File: src/rtl/spi_slave_if.sv
// spi_slave_if: host-side configuration, word and handshake signals of spi_slave.
interface spi_slave_if;
    logic [1:0]  spi_mode;
    logic [1:0]  word_len;
    logic [31:0] tx_data;
    logic        tx_load;
    logic        tx_ready;
    logic [31:0] rx_data;
    logic        rx_valid;
    logic        rx_ack;
    logic        busy;
    logic        overrun;
    modport master (
        output spi_mode, word_len, tx_data, tx_load, rx_ack,
        input  tx_ready, rx_data, rx_valid, busy, overrun
    );
    modport slave (
        input  spi_mode, word_len, tx_data, tx_load, rx_ack,
        output tx_ready, rx_data, rx_valid, busy, overrun
    );
endinterface

File: src/rtl/spi_slave.sv
// spi_slave: oversampled SPI slave, 4/8/16/32-bit MSB-first words, all four modes.
// Optional sticky overrun detection is built only when SPIS_OVERRUN_EN is defined.
module spi_slave #(
    parameter int SYNC_STAGES = 2
) (
    input  logic       GCLK,
    input  logic       RST,
    spi_slave_if.slave host,
    input  logic       i_SCK,
    input  logic       i_CS,
    input  logic       i_MOSI,
    output logic       o_MISO,
    output logic       o_MISO_oe
);
    typedef enum logic [1:0] {IDLE, SHIFT, HOLD} state_t;

    state_t                 state_q, state_d;
    logic [SYNC_STAGES-1:0] sck_sync_q, sck_sync_d, cs_sync_q, cs_sync_d, mosi_sync_q, mosi_sync_d;
    logic                   sck_prev_q, sck_prev_d, cs_prev_q, cs_prev_d;
    logic [SYNC_STAGES:0]   settle_q, settle_d;
    logic                   armed_q, armed_d, cpha_q, cpha_d, lead_q, lead_d;
    logic [1:0]             len_q, len_d;
    logic [5:0]             cnt_q, cnt_d;
    logic [31:0]            pend_q, pend_d, tx_sh_q, tx_sh_d, rx_sh_q, rx_sh_d, rx_data_q, rx_data_d;
    logic                   tx_ready_q, tx_ready_d, rx_valid_q, rx_valid_d, miso_q, miso_d;
    logic                   sck_s, cs_s, mosi_s, sck_rise, sck_fall, cs_fall, cs_rise;
    logic                   smp_edge, drv_edge;
    logic [5:0]             nbits;
`ifdef SPIS_OVERRUN_EN
    logic                   ovr_q, ovr_d;
`endif

    assign sck_s    = sck_sync_q[SYNC_STAGES-1];
    assign cs_s     = cs_sync_q[SYNC_STAGES-1];
    assign mosi_s   = mosi_sync_q[SYNC_STAGES-1];
    assign sck_rise = sck_s & ~sck_prev_q;
    assign sck_fall = ~sck_s & sck_prev_q;
    // CS falls only count once the synchronizer holds real samples of an idle bus,
    // so a reset taken with CS low cannot start a frame.
    assign cs_fall  = armed_q & cs_prev_q & ~cs_s;
    assign cs_rise  = cs_s & ~cs_prev_q;
    assign smp_edge = cpha_q ? sck_rise : sck_fall;
    assign drv_edge = cpha_q ? sck_fall : sck_rise;
    assign nbits    = 6'd32 >> len_q;

    always_comb begin
        sck_sync_d  = {sck_sync_q[SYNC_STAGES-2:0], i_SCK};
        cs_sync_d   = {cs_sync_q[SYNC_STAGES-2:0], i_CS};
        mosi_sync_d = {mosi_sync_q[SYNC_STAGES-2:0], i_MOSI};
        sck_prev_d  = sck_s;
        cs_prev_d   = cs_s;
        settle_d    = {settle_q[SYNC_STAGES-1:0], 1'b1};
        armed_d     = armed_q | (settle_q[SYNC_STAGES] & cs_s);
        state_d     = state_q;
        cpha_d      = cpha_q;
        lead_d      = lead_q;
        len_d       = len_q;
        cnt_d       = cnt_q;
        pend_d      = pend_q;
        tx_sh_d     = tx_sh_q;
        rx_sh_d     = rx_sh_q;
        rx_data_d   = rx_data_q;
        tx_ready_d  = tx_ready_q;
        miso_d      = miso_q;
        rx_valid_d  = rx_valid_q & ~host.rx_ack;
`ifdef SPIS_OVERRUN_EN
        ovr_d       = ovr_q;
`endif
        if (state_q == IDLE) begin
            if (cs_fall) begin
                state_d    = SHIFT;
                cpha_d     = host.spi_mode[0];
                // When the idle level makes the first edge a drive edge, that edge is skipped.
                lead_d     = ~(host.spi_mode[1] ^ host.spi_mode[0]);
                len_d      = host.word_len;
                tx_sh_d    = tx_ready_q ? 32'd0 : pend_q;
                tx_ready_d = 1'b1;
                cnt_d      = 6'd0;
                rx_sh_d    = 32'd0;
                miso_d     = tx_sh_d[31];
            end
        end else if (cs_rise) begin
            state_d = IDLE;
        end else if (state_q == SHIFT) begin
            if (drv_edge) begin
                lead_d = 1'b0;
                if (!lead_q) begin
                    tx_sh_d = tx_sh_q << 1;
                    miso_d  = tx_sh_q[30];
                end
            end
            if (smp_edge) begin
                lead_d                     = 1'b0;
                rx_sh_d[5'd31 - cnt_q[4:0]] = mosi_s;
                cnt_d                      = cnt_q + 6'd1;
                if (cnt_d == nbits) begin
                    state_d    = HOLD;
                    rx_data_d  = rx_sh_d;
                    rx_valid_d = 1'b1;
`ifdef SPIS_OVERRUN_EN
                    ovr_d      = ovr_q | (rx_valid_q & ~host.rx_ack);
`endif
                end
            end
        end
        if (host.tx_load && tx_ready_q) begin
            pend_d     = host.tx_data;
            tx_ready_d = 1'b0;
        end
    end

    always_ff @(posedge GCLK) begin
        if (RST) begin
            sck_sync_q  <= '0;
            cs_sync_q   <= '1;
            mosi_sync_q <= '0;
            sck_prev_q  <= 1'b0;
            cs_prev_q   <= 1'b1;
            settle_q    <= '0;
            armed_q     <= 1'b0;
            state_q     <= IDLE;
            cpha_q      <= 1'b0;
            lead_q      <= 1'b0;
            len_q       <= 2'd0;
            cnt_q       <= 6'd0;
            pend_q      <= 32'd0;
            tx_sh_q     <= 32'd0;
            rx_sh_q     <= 32'd0;
            rx_data_q   <= 32'd0;
            tx_ready_q  <= 1'b1;
            rx_valid_q  <= 1'b0;
            miso_q      <= 1'b0;
`ifdef SPIS_OVERRUN_EN
            ovr_q       <= 1'b0;
`endif
        end else begin
            sck_sync_q  <= sck_sync_d;
            cs_sync_q   <= cs_sync_d;
            mosi_sync_q <= mosi_sync_d;
            sck_prev_q  <= sck_prev_d;
            cs_prev_q   <= cs_prev_d;
            settle_q    <= settle_d;
            armed_q     <= armed_d;
            state_q     <= state_d;
            cpha_q      <= cpha_d;
            lead_q      <= lead_d;
            len_q       <= len_d;
            cnt_q       <= cnt_d;
            pend_q      <= pend_d;
            tx_sh_q     <= tx_sh_d;
            rx_sh_q     <= rx_sh_d;
            rx_data_q   <= rx_data_d;
            tx_ready_q  <= tx_ready_d;
            rx_valid_q  <= rx_valid_d;
            miso_q      <= miso_d;
`ifdef SPIS_OVERRUN_EN
            ovr_q       <= ovr_d;
`endif
        end
    end

    assign host.tx_ready = tx_ready_q;
    assign host.rx_data  = rx_data_q;
    assign host.rx_valid = rx_valid_q;
    assign host.busy     = state_q != IDLE;
`ifdef SPIS_OVERRUN_EN
    assign host.overrun  = ovr_q;
`else
    assign host.overrun  = 1'b0;
`endif
    assign o_MISO        = miso_q;
    assign o_MISO_oe     = ~cs_s;
endmodule

File: src/flat_wrapper.sv
// flat-port wrapper written by rule: the top's interface ports become plain ports
module spi_slave_flat 
#(
    parameter int SYNC_STAGES = 2
)
  (GCLK, RST, i_SCK, i_CS, i_MOSI, o_MISO, o_MISO_oe, host_spi_mode, host_word_len, host_tx_data, host_tx_load, host_rx_ack, host_tx_ready, host_rx_data, host_rx_valid, host_busy, host_overrun);
  spi_slave_if host_i ();
  input  logic GCLK;
  input  logic RST;
  input  logic i_SCK;
  input  logic i_CS;
  input  logic i_MOSI;
  output logic o_MISO;
  output logic o_MISO_oe;
  input wire logic [$bits(host_i.spi_mode)-1:0] host_spi_mode;
  input wire logic [$bits(host_i.word_len)-1:0] host_word_len;
  input wire logic [$bits(host_i.tx_data)-1:0] host_tx_data;
  input wire logic [$bits(host_i.tx_load)-1:0] host_tx_load;
  input wire logic [$bits(host_i.rx_ack)-1:0] host_rx_ack;
  output wire logic [$bits(host_i.tx_ready)-1:0] host_tx_ready;
  output wire logic [$bits(host_i.rx_data)-1:0] host_rx_data;
  output wire logic [$bits(host_i.rx_valid)-1:0] host_rx_valid;
  output wire logic [$bits(host_i.busy)-1:0] host_busy;
  output wire logic [$bits(host_i.overrun)-1:0] host_overrun;
  assign host_i.spi_mode = host_spi_mode;
  assign host_i.word_len = host_word_len;
  assign host_i.tx_data = host_tx_data;
  assign host_i.tx_load = host_tx_load;
  assign host_i.rx_ack = host_rx_ack;
  assign host_tx_ready = host_i.tx_ready;
  assign host_rx_data = host_i.rx_data;
  assign host_rx_valid = host_i.rx_valid;
  assign host_busy = host_i.busy;
  assign host_overrun = host_i.overrun;
  spi_slave #(.SYNC_STAGES(SYNC_STAGES)) u_core (.GCLK(GCLK), .RST(RST), .host(host_i), .i_SCK(i_SCK), .i_CS(i_CS), .i_MOSI(i_MOSI), .o_MISO(o_MISO), .o_MISO_oe(o_MISO_oe));
endmodule
File: config.mk
export PLATFORM = sky130hd
export DESIGN_NAME = spi_slave_flat
export DESIGN_NICKNAME = d
export VERILOG_FILES = /design/src/rtl/spi_slave_if.sv /design/src/rtl/spi_slave.sv /design/src/flat_wrapper.sv
export SDC_FILE = /design/constraint.sdc
export NUM_CORES = 1
export LEC_CHECK = 0
export ABC_CLOCK_PERIOD_IN_PS = 2400
export BUFFER_PORTS_ARGS = -buffer_cell sky130_fd_sc_hd__buf_2
export CORE_ASPECT_RATIO = 0.7
export CORE_MARGIN = 5
export CORE_UTILIZATION = 53
export CTS_CLUSTER_SIZE = 16
export DETAILED_ROUTE_END_ITERATION = 6
export MAX_ROUTING_LAYER = met4
export PLACE_DENSITY = 0.76
export SLEW_MARGIN = 20
export SYNTH_ARGS = -nofsm -noshare
export SYNTH_HDL_FRONTEND = slang
export SYNTH_SLANG_ARGS = --single-unit
File: constraint.sdc
create_clock -name GCLK -period 2.4 [get_ports GCLK]
set_input_delay 0.48 -clock GCLK [delete_from_list [all_inputs] [get_ports GCLK]]
set_output_delay 0.48 -clock GCLK [all_outputs]
set_load 0.03 [all_outputs]
==> results of run 1 <==
==> power breakdown <==
part           switching, W  internal, W  total (W)
combinational      0.000169     0.000107   0.000276
clock               0.00116      0.00150    0.00266
sequential        0.0000341      0.00261    0.00265
==> sequential cells by signal, indices dropped and copies added, names as in the netlist, 2 cells and up <==
name and flops:
u_core.len_q 2, u_core.state_q 2, u_core.rx_sh_q 32, u_core.pend_q 32, u_core.cs_sync_q 2, u_core.tx_sh_q 31, u_core.cnt_q 6, u_core.settle_q 3
u_core.host.rx_data 32, u_core.sck_sync_q 2, u_core.mosi_sync_q 2
==> worst register-to-register path, stage by stage, from the launching register on <==
cell and delay (ps):
dfxtp_1 330, ha_1 190, xor2_1 200, mux2_4 330, a221oi_4 380, o2111ai_4 190, buf_12 230, mux2_4 350
==> timing repair <==
item | in CTS | in global routing
hold endpoints to repair | 0 | 0
endpoints found under the setup margin | 0 | 30
gates resized for setup | 0 | 2
setup buffers | 0 | 1
==> cell families (layout without fill, tap and decap cells) <==
family | after synthesis | count (layout) | share of synthesized area
DFF | 154 | 154 | 0.438
muxes | 66 | 66 | 0.114
other | 1 | 1 | 0.000532
buffers and inverters | 77 | 144 | 0.0478
adders and majority gates | 4 | 4 | 0.00710
xor gates and xnor gates | 4 | 4 | 0.00497
AOI/OAI and AO/OA | 172 | 172 | 0.165
and+or+nand+nor | 331 | 331 | 0.223
==> cells in the mapped netlist (2+ instances only) <==
master | count | area (µm²)
a211oi_1 | 31 | 233
a21oi_1 | 77 | 385
a221o_1 | 2 | 20.0
a221oi_4 | 2 | 52.6
a22oi_1 | 3 | 22.5
a2bb2oi_1 | 19 | 166
and2_1 | 12 | 75.1
buf_1 | 3 | 11.3
buf_2 | 5 | 25.0
buf_6 | 5 | 56.3
clkbuf_1 | 55 | 206
dfxtp_1 | 154 | 3080
ha_1 | 4 | 50.1
inv_1 | 8 | 30.0
mux2_2 | 3 | 33.8
mux2_4 | 28 | 420
mux2i_1 | 35 | 350
nand2_1 | 87 | 327
nand2b_1 | 7 | 43.8
nand3_1 | 7 | 35.0
nand3b_1 | 3 | 22.5
nor2_1 | 130 | 488
nor2b_1 | 41 | 257
nor3b_1 | 32 | 240
o211ai_1 | 2 | 15.0
o21a_1 | 12 | 90.1
o21ai_0 | 13 | 65.1
o31ai_1 | 2 | 15.0
or2_2 | 4 | 25.0
xor2_1 | 3 | 26.3
==> final cells by class <==
cell class	count	area (µm²)	area share
inverters	8	30.0	0.00366
clock buffers	18	439	0.0536
clock inverters	14	151	0.0185
flip-flops and latches	154	3080	0.376
well taps	166	208	0.0253
repair buffers	104	648	0.0790
multi-input cells	578	3640	0.444
==> metrics by stage <==
stage / TNS (ps) / std cells / total power (W) / instance area (µm²) / hold WS, ps
2_1_floorplan: 0 / 809 / 0.00288 / 7050 / 389
3_5_place_dp: 0 / 1009 / 0.00298 / 7590 / 408
6_report: 0 / 1042 / 0.00558 / 8200 / 246
4_1_cts: 0 / 1041 / 0.00563 / 8180 / 235
3_3_place_gp: 0 / 1009 / 0.00298 / 7590 / 398
5_1_grt: -34.5 / 1042 / 0.00579 / 8200 / 233
==> final timing paths <==
check / from / end / slack [ps] / cells after the start
worst max register to register: u_core.cnt_q[1]$_SDFFE_PP0P_ / u_core.host.rx_data[1]$_SDFFE_PP0P_ / 70 / 7
worst min register to register: u_core.cs_sync_q[0]$_SDFF_PP1_ / u_core.cs_sync_q[1]$_SDFF_PP1_ / 430 / 1
worst max-delay path: u_core.cnt_q[1]$_SDFFE_PP0P_ / u_core.host.rx_data[1]$_SDFFE_PP0P_ / 70 / 7
worst min-delay path: i_CS / u_core.cs_sync_q[0]$_SDFF_PP1_ / 250 / 2
==> routing by layer <==
metal / up-vias / wire, µm / global-route usage / part of all wire
met4: 0 / 103 / 0.0534 / 0.0069
li1: 2858 / - / - / -
met1: 2607 / 7610 / 0.278 / 0.51
met5: - / 0 / - / 0
met2: 101 / 6550 / 0.291 / 0.44
met3: 9 / 704 / 0.0405 / 0.047
==> run summary, run 1 <==
slowest stage delay, CP: 380 ps
CORE AREA: 0.0131 mm²
global-route usage over all layers: 0.198
Util after Layout: 0.626
Final Setup Violations: 0
worst-path fanout max: 33
fin crit share: 0.970
commonest non-fill, non-tap cell in the layout: dfxtp_1
Synth Cell Area: 0.00705 mm²
critical path cell sequence: ha_1 > xor2_1 > mux2_4 > a221oi_4 > o2111ai_4 > buf_12 > mux2_4
CTS Hold Bufs: 0
CTS tree: yes
Area Overhead vs Synth: 16.4%
Root Buffer Master: clkbuf_16
first-pass GRT wire length: 25.2 mm
final worst setup slack: 71.1 ps
Max-Cap Viols: 0
Initial Util: 0.538
Main synth FF type: dfxtp_1
post-DR vias/cell: 5.35
WL final: 15.0 mm
Wirelength per Cell: 14.4 µm
minimum clock period: 2330 ps
final hold violation count: 0
GPL Wtd Cong: 0.877
Mapped Cells: 809
CP delay by family, top: multiplexers
pwr dens: 681 mW/mm²
Hold Path Class: primary input to flop
vias: 5575
Syn Area/Cell: 8.71 µm²
Ports: 81
CTS buffer count: 17
num rows: 35
Worst Path Required: 2700 ps
clk_lat worst skew: 420 ps
syn_nets: 856
Yosys cell types: 50
Worst-path clk slew: 60 ps
layout cells sized above 1: 0.204
filler instances: 1137
Worst-Margin Slew: 668 ps
PortBufs: 79
outcome: finished, final reports clean
Max Clk Rate: 429 MHz
Initial DRT Pass Iterations: 5
Crit-path slowest cell: a221oi_4
slew margin rel.: 0.554
number of synthesized flops with an enable pin: 0
NumNets Final: 910
Max Slew Vio Count: 0
Synth warnings: 0
Place WS: 84.7 ps
Setup crit end kind: flop
Die H: 106 µm
clock sink count: 154
DP Wirelength: 9.71 mm
CTS HTree Levels: 4
Post-DRT Antenna Nets: 0
Post-synth ARST share: 0
Antenna diodes: 0
Iter 0 DRT Violations: 268
CP Class: flop to flop
final clock skew: 13.1 ps
Die ar.: 0.0157 mm²
GRT overflow: 0
most frequent cells in the layout: 153 x dfxtp_1, 130 x nor2_1, 87 x nand2_1, 78 x buf_2, 77 x a21oi_1
CP bufs+invs: 1
Peak supply drop: 0.000433 V
Worst setup SP type: flop
crit path DAT: 2630 ps
DRC viols: 0
largest net degree at the start of global routing: 64
sequential share of the synthesized area: 0.438
initial antenna violation count: 0
vias in the first global route: 5231
total leakage power: 3.24 nW
Max clock buf depth: 2
Die Wd: 148 µm
Worst path most repeated cell: mux2_4
Seq cells post-synth: 154
Note: power is estimated with default switching activity, not from simulation.
==> inputs of run 2 (changes only) <==
- RECOVER_POWER: default -> 50
==> run summary, run 2 (synthesis gave the netlist of run 1 again) <==
Layout Cell Area excl Fill: 0.00813 mm² (-0.82%)
Place WS: 84.7 ps (unchanged)
Worst-Margin Slew: 1280 ps (+608 ps)
Setup crit end kind: flop
WL final: 15.0 mm (about the same)
Tot Pwr: 0.00558 W (about the same)
Hold Path Class: primary input to flop
CORE AREA: 0.0131 mm² (unchanged)
first-pass GRT wire length: 25.2 mm (unchanged)
Die H: 106 µm (unchanged)
vias in the first global route: 5231 (unchanged)
Final Setup Violations: 0 (unchanged)
Worst-path clk slew: 60 ps (about the same)
crit path DAT: 2630 ps (about the same)
NumNets Final: 910 (unchanged)
PortBufs: 79 (unchanged)
Die ar.: 0.0157 mm² (unchanged)
layout cells sized above 1: 0.162 (-0.0422)
commonest non-fill, non-tap cell in the layout: dfxtp_1
CTS tree: yes
DP Wirelength: 9.71 mm (unchanged)
pwr dens: 686 mW/mm² (+0.79%)
post-DR vias/cell: 5.34 (-0.27%)
Root Buffer Master: clkbuf_16
total leakage power: 3.07 nW (-5.1%)
DRC viols: 0 (unchanged)
clock sink count: 154 (unchanged)
fin crit share: 0.970 (about the same)
final clock skew: 11.7 ps (-1.36 ps)
Worst Path Required: 2700 ps (about the same)
Max clock buf depth: 2 (unchanged)
Initial Util: 0.538 (unchanged)
filler instances: 1165 (+2.5%)
Max-Cap Viols: 0 (unchanged)
GRT overflow: 0 (unchanged)
Post-DP Area: 0.00759 mm² (unchanged)
CTS HTree Levels: 4 (unchanged)
global-route usage over all layers: 0.198 (unchanged)
Wirelength per Cell: 14.4 µm (about the same)
final worst setup slack: 71.4 ps (+0.318 ps)
# placed instances: 1009 (unchanged)
worst-path fanout max: 33 (unchanged)
Final Non-Filler Cells: 1042 (unchanged)
Max Clk Rate: 429 MHz (about the same)
Area Overhead vs Synth: 15.4%
initial antenna violation count: 0 (unchanged)
GPL Wtd Cong: 0.877 (unchanged)
Iter 0 DRT Violations: 250 (-6.7%)
slew margin rel.: 0.149 (-0.405)
most frequent cells in the layout: 153 x dfxtp_1, 130 x nor2_1, 87 x nand2_1, 77 x a21oi_1, 43 x buf_2
Die Wd: 148 µm (unchanged)
minimum clock period: 2330 ps (-0.318 ps)
Initial DRT Pass Iterations: 5 (unchanged)
outcome: finished, final reports clean
Util after Layout: 0.621 (-0.00516)
num rows: 35 (unchanged)
largest net degree at the start of global routing: 64 (unchanged)
Max Slew Vio Count: 0 (unchanged)
CTS buffer count: 17 (unchanged)
Ports: 81 (unchanged)
Post-DRT Antenna Nets: 0 (unchanged)
final hold violation count: 0 (unchanged)
Antenna diodes: 0 (unchanged)
vias: 5560 (-0.27%)
CP Class: flop to flop
Worst setup SP type: flop
Peak supply drop: 0.000438 V (+1.1%)
clk_lat worst skew: 420 ps (about the same)
-- run 2: cell count changes in the layout (fill, tap and decap cells not counted) --
cell      previous run  this run
buf_6                0         1
buf_4               21        16
buf_2               78        43
clkbuf_2             0         3
buf_12               5         4
clkbuf_1             0        37
-- run 2: power breakdown --
| part | switching (W) | total (W) | leakage [nW] | internal [W] |
|---|---|---|---|---|
| clock network | 0.00116 | 0.00266 | 0.286 | 0.00150 |
| logic | 0.000168 | 0.000272 | 1.53 | 0.000103 |
| registers | 0.0000342 | 0.00265 | 1.25 | 0.00261 |
| total | 0.00136 | 0.00558 | 3.07 | 0.00422 |
-- run 2: final timing paths --
| kind | end | start | cells after the start | slack [ps] |
|---|---|---|---|---|
| worst max-delay path | u_core.host.rx_data[1]$_SDFFE_PP0P_ | u_core.cnt_q[1]$_SDFFE_PP0P_ | 7 | 70 |
| worst min-delay path | u_core.cs_sync_q[0]$_SDFF_PP1_ | i_CS | 2 | 240 |
| worst max register to register | u_core.host.rx_data[1]$_SDFFE_PP0P_ | u_core.cnt_q[1]$_SDFFE_PP0P_ | 7 | 70 |
| worst min register to register | u_core.cs_sync_q[1]$_SDFF_PP1_ | u_core.cs_sync_q[0]$_SDFF_PP1_ | 1 | 430 |
-- run 2: area by class of cell --
class / instances / area (µm²) / area share
multi-input cells: 578 / 3640 / 0.447
well taps: 166 / 208 / 0.0255
inverters: 8 / 30.0 / 0.00369
clock inverters: 14 / 151 / 0.0186
flip-flops and latches: 154 / 3080 / 0.379
repair buffers: 104 / 581 / 0.0714
clock buffers: 18 / 439 / 0.0540
-- run 2: repair_timing --
| item | CTS | global route |
|---|---|---|
| buffers inserted | 0 | 1 |
| hold buffers | 0 | 0 |
| gates resized for setup | 0 | 2 |
| endpoints found under the hold margin | 0 | 0 |
| endpoints found under the setup margin | 0 | 30 |
-- run 2: layer usage --
layer	part of all wire	GRT usage	up-vias
met4	0.0072	0.0534	0
met3	0.055	0.0405	11
met5	0	-	-
li1	-	-	2855
met2	0.43	0.291	106
met1	0.50	0.278	2588
-- run 2: per-stage QoR --
step	hold WS (ps)	TNS (ps)
floorplan	389	0
global placement	398	0
detailed placement	408	0
CTS	235	0
global route	233	-34.5
finish	244	0
-- run 2: worst max-delay path, cell delays in order, from the launching register on --
cell       delay, ps
dfxtp_1          330
ha_1             190
xor2_1           200
mux2_4           330
a221oi_4         380
o2111ai_4        190
buf_12           230
mux2_4           320
==> inputs of run 3 (changes only) <==
- CORE_ASPECT_RATIO: 0.7 -> 0.9
==> run summary, run 3 (synthesis gave the netlist of run 1 again) <==
GRT overflow: 0 (unchanged)
Wirelength per Cell: 14.2 µm (-1.2%)
global-route usage over all layers: 0.195 (-0.00323)
Die Wd: 132 µm (-11%)
CORE AREA: 0.0132 mm² (+0.91%)
most frequent cells in the layout: 153 x dfxtp_1, 130 x nor2_1, 87 x nand2_1, 77 x a21oi_1, 43 x buf_2
WL final: 14.8 mm (-1.3%)
Initial DRT Pass Iterations: 5 (unchanged)
Setup crit end kind: flop
Root Buffer Master: clkbuf_16
final hold violation count: 0 (unchanged)
Worst Path Required: 2710 ps (about the same)
Die H: 119 µm (+12%)
vias in the first global route: 5257 (+0.50%)
first-pass GRT wire length: 24.8 mm (-1.3%)
Iter 0 DRT Violations: 439 (+76%)
Max Clk Rate: 436 MHz (+1.4%)
post-DR vias/cell: 5.29 (-0.80%)
DP Wirelength: 9.29 mm (-4.3%)
vias: 5510 (-0.90%)
Worst-Margin Slew: 995 ps (-281 ps)
PortBufs: 79 (unchanged)
CTS tree: yes
Die ar.: 0.0157 mm² (-0.22%)
Max clock buf depth: 2 (unchanged)
Peak supply drop: 0.000471 V (+7.5%)
Post-DP Area: 0.00757 mm² (-0.26%)
DRC viols: 0 (unchanged)
num rows: 40 (+14%)
pwr dens: 663 mW/mm² (-3.4%)
fin crit share: 0.956 (-0.0139)
reg-to-reg slack, setup: 100 ps (+30 ps)
worst-path fanout max: 33 (unchanged)
final clock skew: 6.10 ps (-5.63 ps)
Place WS: 99.1 ps (+14.4 ps)
commonest non-fill, non-tap cell in the layout: dfxtp_1
layout cells sized above 1: 0.159 (-0.00288)
Worst-path clk slew: 60 ps (about the same)
slew margin rel.: 0.337 (+0.187)
total leakage power: 3.02 nW (-1.5%)
initial antenna violation count: 0 (unchanged)
crit path DAT: 2610 ps (-20 ps)
CTS Hold Bufs: 0 (unchanged)
Ports: 81 (unchanged)
CP Class: flop to flop
Post-DRT Antenna Nets: 0 (unchanged)
CTS buffer count: 17 (unchanged)
NumNets Final: 907 (-0.33%)
final worst setup slack: 105 ps (+33.3 ps)
Initial Util: 0.533 (-0.00484)
clock sink count: 154 (unchanged)
clk_lat worst skew: 420 ps (about the same)
Worst setup SP type: flop
CTS HTree Levels: 4 (unchanged)
Max-Cap Viols: 0 (unchanged)
outcome: finished, final reports clean
GPL Wtd Cong: 0.847 (-3.4%)
Hold Path Class: primary input to flop
Final Setup Violations: 0 (unchanged)
Layout Cell Area excl Fill: 0.00805 mm² (-0.97%)
Antenna diodes: 0 (unchanged)
Max Slew Vio Count: 0 (unchanged)
largest net degree at the start of global routing: 64 (unchanged)
Area Overhead vs Synth: 14.3%
minimum clock period: 2300 ps (-33.3 ps)
-- run 3: cell types whose count changed in the layout (fill, tap and decap cells not counted), sizes merged --
| cell | previous run | this run |
|---|---|---|
| clkinvlp | 2 | 4 |
| buf | 64 | 61 |
| inv | 16 | 10 |
| clkinv | 3 | 8 |
| bufinv | 1 | 0 |
-- run 3: path summary, 6_finish.rpt --
check | from | to | depth (start not counted)
worst max-delay path | u_core.cnt_q[0]$_SDFFE_PP0P_ | u_core.host.rx_data[4]$_SDFFE_PP0P_ | 7
worst min-delay path | i_CS | u_core.cs_sync_q[0]$_SDFF_PP1_ | 2
worst max register to register | u_core.cnt_q[0]$_SDFFE_PP0P_ | u_core.host.rx_data[4]$_SDFFE_PP0P_ | 7
worst min register to register | u_core.cs_sync_q[0]$_SDFF_PP1_ | u_core.cs_sync_q[1]$_SDFF_PP1_ | 1
-- run 3: layout make-up --
class                   count  area [µm²]
inverters                   8        30.0
fillers                  1176        5160
repair buffers            101         559
clock buffers              18         439
clock inverters            14        98.8
flip-flops and latches    154        3080
well taps                 168         210
multi-input cells         578        3630
-- run 3: timing repair --
item | in CTS | in global routing
endpoints found under the setup margin | 0 | 27
endpoints found under the hold margin | 0 | 0
buffers inserted | 0 | 0
resized for setup | 0 | 1
-- run 3: metrics by stage --
step	hold slack, ps	TNS (ps)	std cells	util	total power, W
global placement	396	0	1008	0.573	0.00297
floorplan	389	0	809	-	0.00288
finish	245	0	1041	0.609	0.00534
CTS	238	0	1040	0.614	0.00539
detailed placement	405	0	1008	0.573	0.00298
global route	259	-457	1041	0.609	0.00554
-- run 3: worst max-delay path: stages (launching register included) --
cell and delay (ps):
dfxtp_2 320, ha_1 210, xor2_1 180, mux2_4 330, a221oi_4 370, o2111ai_4 190, buf_12 220, mux2_4 320
-- run 3: power by group --
part | total (W) | switching [W] | leakage [nW] | internal, W
logic | 0.000275 | 0.000174 | 1.51 | 0.000101
clock network | 0.00242 | 0.00107 | 0.258 | 0.00135
registers | 0.00264 | 0.0000293 | 1.25 | 0.00261
total | 0.00534 | 0.00127 | 3.02 | 0.00406
-- run 3: per-layer routing --
layer | global-route usage | part of all wire
met1 | 0.253 | 0.48
met2 | 0.298 | 0.45
met4 | 0.0649 | 0.012
met3 | 0.0486 | 0.052
met5 | - | 0
